**src/rtl/fill_row_sequencer_if.sv**
```systemverilog
// Handshake bundle between the command decoder / raster engines and the fill row sequencer.
`timescale 1ns/1ps
interface fill_row_sequencer_if #(
  parameter int COORD_W = 10
);
  logic               fill_en;
  logic [COORD_W-1:0] y_min;
  logic [COORD_W-1:0] y_max;
  logic               abort;
  logic               math_done;
  logic               row_done;
  logic               fill_done;
  logic               math_start;
  logic               row_start;
  logic               fill_start;
  logic [COORD_W-1:0] row_y;
  logic               busy;
  logic               done;
  logic               err;

  modport master (
    output fill_en, y_min, y_max, abort, math_done, row_done, fill_done,
    input  math_start, row_start, fill_start, row_y, busy, done, err
  );

  modport slave (
    input  fill_en, y_min, y_max, abort, math_done, row_done, fill_done,
    output math_start, row_start, fill_start, row_y, busy, done, err
  );
endinterface

```
**src/rtl/fill_row_sequencer.sv**
```systemverilog
// Runs edge math once per primitive, then a row fetch and span fill for each scanline
// y_min..y_max, with abort, a per-phase watchdog and registered Moore outputs.
`timescale 1ns/1ps
module fill_row_sequencer #(
  parameter int COORD_W = 10,
  parameter int TIMEOUT = 1023
) (
  input  logic                 clk,
  input  logic                 n_rst,
  fill_row_sequencer_if.slave  bus
);
  localparam int TMR_W = (TIMEOUT > 0) ? $clog2(TIMEOUT + 1) : 1;
  // The count is compared before incrementing, so the phase lasts exactly TIMEOUT cycles.
  localparam logic [TMR_W-1:0] TO_LAST = TMR_W'((TIMEOUT > 0) ? (TIMEOUT - 1) : 0);

  typedef enum logic [3:0] {
    IDLE, MATH, MATH_WAIT, GETROW, ROW_WAIT, FILL, FILL_WAIT, DONE, ERROR
  } state_t;

  state_t             state_q, state_d;
  logic [COORD_W-1:0] row_y_q, row_y_d;
  logic [COORD_W-1:0] ymax_q, ymax_d;
  logic [TMR_W-1:0]   wdog_q, wdog_d;
  logic               math_start_q, row_start_q, fill_start_q;
  logic               busy_q, done_q, err_q;
  logic               wdog_exp;

  assign wdog_exp = (TIMEOUT != 0) && (wdog_q == TO_LAST);

  always_comb begin
    state_d = state_q;
    row_y_d = row_y_q;
    ymax_d  = ymax_q;
    wdog_d  = wdog_q;

    if (bus.abort && (state_q != IDLE)) begin
      state_d = IDLE;
    end else begin
      unique case (state_q)
        IDLE: begin
          if (bus.fill_en) begin
            if (bus.y_min <= bus.y_max) begin
              ymax_d  = bus.y_max;
              row_y_d = bus.y_min;
              state_d = MATH;
            end else begin
              state_d = DONE;
            end
          end
        end
        MATH: begin
          if (bus.math_done)  state_d = MATH_WAIT;
          else if (wdog_exp)  state_d = ERROR;
        end
        MATH_WAIT: state_d = GETROW;
        GETROW: begin
          if (bus.row_done)   state_d = ROW_WAIT;
          else if (wdog_exp)  state_d = ERROR;
        end
        ROW_WAIT: state_d = FILL;
        FILL: begin
          if (bus.fill_done)  state_d = FILL_WAIT;
          else if (wdog_exp)  state_d = ERROR;
        end
        FILL_WAIT: begin
          // y_max is reached before row_y could wrap, so the increment is safe.
          if (row_y_q == ymax_q) begin
            state_d = DONE;
          end else begin
            row_y_d = row_y_q + 1'b1;
            state_d = GETROW;
          end
        end
        DONE:    state_d = IDLE;
        ERROR:   state_d = IDLE;
        default: state_d = IDLE;
      endcase
    end

    // Any state change clears the watchdog, so each engine phase starts counting from zero.
    if (state_d != state_q) begin
      wdog_d = '0;
    end else if ((state_q == MATH) || (state_q == GETROW) || (state_q == FILL)) begin
      wdog_d = (wdog_q == {TMR_W{1'b1}}) ? wdog_q : wdog_q + 1'b1;
    end
  end

  always_ff @(posedge clk or negedge n_rst) begin
    if (!n_rst) begin
      state_q      <= IDLE;
      row_y_q      <= '0;
      ymax_q       <= '0;
      wdog_q       <= '0;
      math_start_q <= 1'b0;
      row_start_q  <= 1'b0;
      fill_start_q <= 1'b0;
      busy_q       <= 1'b0;
      done_q       <= 1'b0;
      err_q        <= 1'b0;
    end else begin
      state_q      <= state_d;
      row_y_q      <= row_y_d;
      ymax_q       <= ymax_d;
      wdog_q       <= wdog_d;
      math_start_q <= (state_d == MATH);
      row_start_q  <= (state_d == GETROW);
      fill_start_q <= (state_d == FILL);
      busy_q       <= (state_d != IDLE);
      done_q       <= (state_d == DONE);
      err_q        <= (state_d == ERROR);
    end
  end

  assign bus.math_start = math_start_q;
  assign bus.row_start  = row_start_q;
  assign bus.fill_start = fill_start_q;
  assign bus.row_y      = row_y_q;
  assign bus.busy       = busy_q;
  assign bus.done       = done_q;
  assign bus.err        = err_q;
endmodule

```
**src/flat_wrapper.sv**
```systemverilog
// flat-port wrapper written by rule: the top's interface ports become plain ports
module fill_row_sequencer_flat 
#(
  parameter int COORD_W = 10,
  parameter int TIMEOUT = 1023
)
  (clk, n_rst, bus_fill_en, bus_y_min, bus_y_max, bus_abort, bus_math_done, bus_row_done, bus_fill_done, bus_math_start, bus_row_start, bus_fill_start, bus_row_y, bus_busy, bus_done, bus_err);
  fill_row_sequencer_if #(.COORD_W(COORD_W)) bus_i ();
  input  logic clk;
  input  logic n_rst;
  input wire logic [$bits(bus_i.fill_en)-1:0] bus_fill_en;
  input wire logic [$bits(bus_i.y_min)-1:0] bus_y_min;
  input wire logic [$bits(bus_i.y_max)-1:0] bus_y_max;
  input wire logic [$bits(bus_i.abort)-1:0] bus_abort;
  input wire logic [$bits(bus_i.math_done)-1:0] bus_math_done;
  input wire logic [$bits(bus_i.row_done)-1:0] bus_row_done;
  input wire logic [$bits(bus_i.fill_done)-1:0] bus_fill_done;
  output wire logic [$bits(bus_i.math_start)-1:0] bus_math_start;
  output wire logic [$bits(bus_i.row_start)-1:0] bus_row_start;
  output wire logic [$bits(bus_i.fill_start)-1:0] bus_fill_start;
  output wire logic [$bits(bus_i.row_y)-1:0] bus_row_y;
  output wire logic [$bits(bus_i.busy)-1:0] bus_busy;
  output wire logic [$bits(bus_i.done)-1:0] bus_done;
  output wire logic [$bits(bus_i.err)-1:0] bus_err;
  assign bus_i.fill_en = bus_fill_en;
  assign bus_i.y_min = bus_y_min;
  assign bus_i.y_max = bus_y_max;
  assign bus_i.abort = bus_abort;
  assign bus_i.math_done = bus_math_done;
  assign bus_i.row_done = bus_row_done;
  assign bus_i.fill_done = bus_fill_done;
  assign bus_math_start = bus_i.math_start;
  assign bus_row_start = bus_i.row_start;
  assign bus_fill_start = bus_i.fill_start;
  assign bus_row_y = bus_i.row_y;
  assign bus_busy = bus_i.busy;
  assign bus_done = bus_i.done;
  assign bus_err = bus_i.err;
  fill_row_sequencer #(.COORD_W(COORD_W), .TIMEOUT(TIMEOUT)) u_core (.clk(clk), .n_rst(n_rst), .bus(bus_i));
endmodule
```
**config.mk**
```make
export PLATFORM = sky130hd
export DESIGN_NAME = fill_row_sequencer_flat
export DESIGN_NICKNAME = d
export VERILOG_FILES = /design/src/rtl/fill_row_sequencer_if.sv /design/src/rtl/fill_row_sequencer.sv /design/src/flat_wrapper.sv
export SDC_FILE = /design/constraint.sdc
export NUM_CORES = 1
export LEC_CHECK = 0
export CAP_MARGIN = 20
export CORE_ASPECT_RATIO = 2
export CORE_MARGIN = 8
export CORE_UTILIZATION = 58
export CTS_CLUSTER_DIAMETER = 100
export DETAILED_ROUTE_END_ITERATION = 16
export GPL_TIMING_DRIVEN = 0
export PLACE_DENSITY_LB_ADDON = 0.05
export SLEW_MARGIN = 30
export SYNTH_ARGS = -nofsm -noshare
export SYNTH_HDL_FRONTEND = slang
export SYNTH_SLANG_ARGS = --single-unit
export TNS_END_PERCENT = 10
```
**constraint.sdc**
```tcl
create_clock -name clk -period 5.5 [get_ports clk]
set_input_delay 0.55 -clock clk [delete_from_list [all_inputs] [get_ports clk]]
set_output_delay 0.55 -clock clk [all_outputs]
set_load 0.005 [all_outputs]
```
==> impl_metrics.ini <==
[outcome]
status = finished, final reports clean

[synthesis]
synth_edf_count = 0
synthFlopType = dfrtp_1
syn_inst = 283
synth_common_cells = 40 x dfrtp_1, 34 x nor2_1, 26 x nand2_1
seq_area_frac_synth_pct = 38.6
ys_top_cells_by_area = dfrtp_1 39%, ha_1 6.3%, nor2_1 4.9%
asyncSetResetFlopFracSynth_pct = 100
yosys.area.top_type_share_pct = 38.6
synth_area_mm2 = 0.00259
ys_seq_elements = 40
yosys_warnings = 0
synth_most_common_cell = dfrtp_1
syn_avg_cell_area_um2 = 9.16
syn-num-nets = 323
ys_types = 55
yosysTopAreaCell = dfrtp_1

[grt]
overflow = 0
grt_usage_pct = 19.4
busiest_layer = met2
use_met1_pct = 18.4
antenna_found_initial = 0
grt_pass1_wl_um = 11100
grt_use_met2_pct = 37.0
grt_pass1_vias = 2453
use_met3_pct = 3.44
grt_max_degree = 22

[critical_path]
crit_type = in -> reg
crit_path_end_kind = flip-flop
crit_slowest_cell = a31oi_2
cp_num_cells = 9
r2r.worst_path.cells = 7
cp_top_family = compound AO/OA/AOI/OAI gates
arrival_ns = 3.22
cp_max_fo = 10
crit_chain = clkdlybuf4s50_1, inv_1, ha_1, and3_1, a211oi_1, o21ai_0, a31oi_2, nor2_1, nor4_1
slowest_delay_ns = 0.55
crit_path_start_kind = primary input
path_buf_inv = 2
worstPathRequired_ns = 5.70

[timing]
worst_slew_pin_slew_ns = 0.555
fin_worst_skew_ns = 0.00850
slew_viol_final = 0
fin_ws_ns = 2.47
finalCriticalPeriod_ns = 3.03
finalHoldViolations = 0
slew_headroom_pct = 62.9
fin_tns_setup_ns = 0
max_clock_freq_mhz = 331
setup-violations-final = 0
fin_crit_sh_pct = 55.0
rsz0062_at_grt = false

[floorplanning]
rows = 34
die_area_mm2 = 0.00700
die_height_um = 111
io_pins = 43
initial_core_util_pct = 59.7
fp.dieW_um = 63.3
core_area_mm2 = 0.00434

[worst_hold_path]
hold_class = in -> async

[cts]
cts_max_level = 2
insertion_delay_ns = 0.30
cts_tree = done
clock-root-buffer = clkbuf_8
clock_sinks = 40
cts_buffers = 5
cts_setup_buffers = 0
clk_pin_slew_ns = 0.08
post_cts_resized = 0
holdBufCountCts = 0
clock_path_buffers = 2

[drt]
vias = 2248
viasPerCell = 5.79
wl_per_cell_um = 16.6
ant_nets = 0
drt-initial-drc-count = 82
wl_um = 6450
drc = 0
first_pass_iters = 4

[final_layout]
syn2layout_area_growth_pct = 23.8
fill_cells = 350
drive_above_1_share_pct = 10.5
final_nets = 373
antenna_cells = 0

[placed_design]
dp_hpwl_um = 5170
pre_cts_ws_ns = 2.14
place.gp.congestion = 0.897
port_buffers = 42

[run]
maxCapViolCount = 0

[power_and_ir_drop]
p_per_area_mw_per_mm2 = 459
p_leak_uw = 0.00136
ir_drop_v = 0.000279
==> state kept, by name (all words and copies together) (netlist names) <==
register / flops
u_core.bus.busy: 1
u_core.bus.done: 1
u_core.bus.err: 1
u_core.bus.fill_start: 1
u_core.bus.math_start: 1
u_core.bus.row_start: 1
u_core.bus.row_y: 10
u_core.state_q: 4
u_core.wdog_q: 10
u_core.ymax_q: 10
==> cells in the final DEF (no fill, tap or decap), types with 4 or more instances in the layout <==
| master | count |
|---|---|
| clkbuf_8 | 5 |
| ha_1 | 13 |
| dfrtp_1 | 40 |
| and2_1 | 7 |
| nand3_1 | 10 |
| o22ai_1 | 4 |
| nand4_1 | 7 |
| a21oi_1 | 8 |
| clkdlybuf4s50_1 | 41 |
| buf_2 | 7 |
| a211oi_1 | 5 |
| o21ai_0 | 15 |
| nor2_1 | 34 |
| xnor2_1 | 14 |
| xor2_1 | 5 |
| nand2_1 | 26 |
| nor3_1 | 21 |
| and3_1 | 5 |
| inv_1 | 14 |
| nor4_1 | 4 |
==> stage by stage <==
stage / cell area (µm²) / cells / hold slack (ns) / utilization, % / power, µW
after floorplan: 2590 / 283 / 0.254 / - / 969
after global placement: 3080 / 379 / 0.484 / 71.0 / 1220
after detailed placement: 3100 / 380 / 0.488 / 71.5 / 1230
after CTS: 3210 / 388 / 0.217 / 74.0 / 1480
after global routing: 3210 / 388 / 0.244 / 74.0 / 1580
final: 3210 / 388 / 0.206 / 74.0 / 1470
==> metal layers <==
| layer | routed length (µm) | vias up |
|---|---|---|
| met5 | 0 | - |
| met4 | 250 | 0 |
| met3 | 237 | 19 |
| met2 | 3700 | 60 |
| met1 | 2260 | 1059 |
| li1 | - | 1110 |
==> path summary, 6_finish.rpt <==
check,from,endpoint,slack (ns)
worst max-delay path,bus_y_max[9],u_core.bus.row_y[5],2.47
worst min-delay path,n_rst,u_core.wdog_q[6],0.21
worst max register to register,u_core.state_q[2],u_core.wdog_q[2],3.21
worst min register to register,u_core.ymax_q[0],u_core.ymax_q[0],0.50
max in group asynchronous,n_rst,u_core.ymax_q[1],4.81
min in group clk,u_core.ymax_q[0],u_core.ymax_q[0],0.50
==> logic make-up (layout without fill, tap and decap cells) <==
logic type,after synthesis,after routing,share of synthesized area (%)
multiplexers,4,4,1.59
flip-flops,40,40,38.6
buffers and inverters,25,76,4.54
XOR/XNOR,20,20,7.48
AO/OA/AOI/OAI,49,49,14.2
adder cells (fa/ha/maj),13,13,6.27
AND/OR/NAND/NOR,132,132,27.3
==> power by group <==
group	internal [µW]	total, µW	switching, µW
clock network	135	239	105
logic	347	743	396
registers	390	491	101
==> final cells by class <==
cell class / count / area, µm² / share of cell area [%]
well taps: 54 / 67.6 / 2.10
clock inverters: 2 / 35.0 / 1.09
inverters: 15 / 61.3 / 1.91
repair buffers: 43 / 443 / 13.8
clock buffers: 6 / 72.6 / 2.26
plain buffers: 10 / 56.3 / 1.75
flip-flops and latches: 40 / 1000 / 31.2
multi-input cells: 218 / 1470 / 45.9
Note: power is estimated with default switching activity, not from simulation.
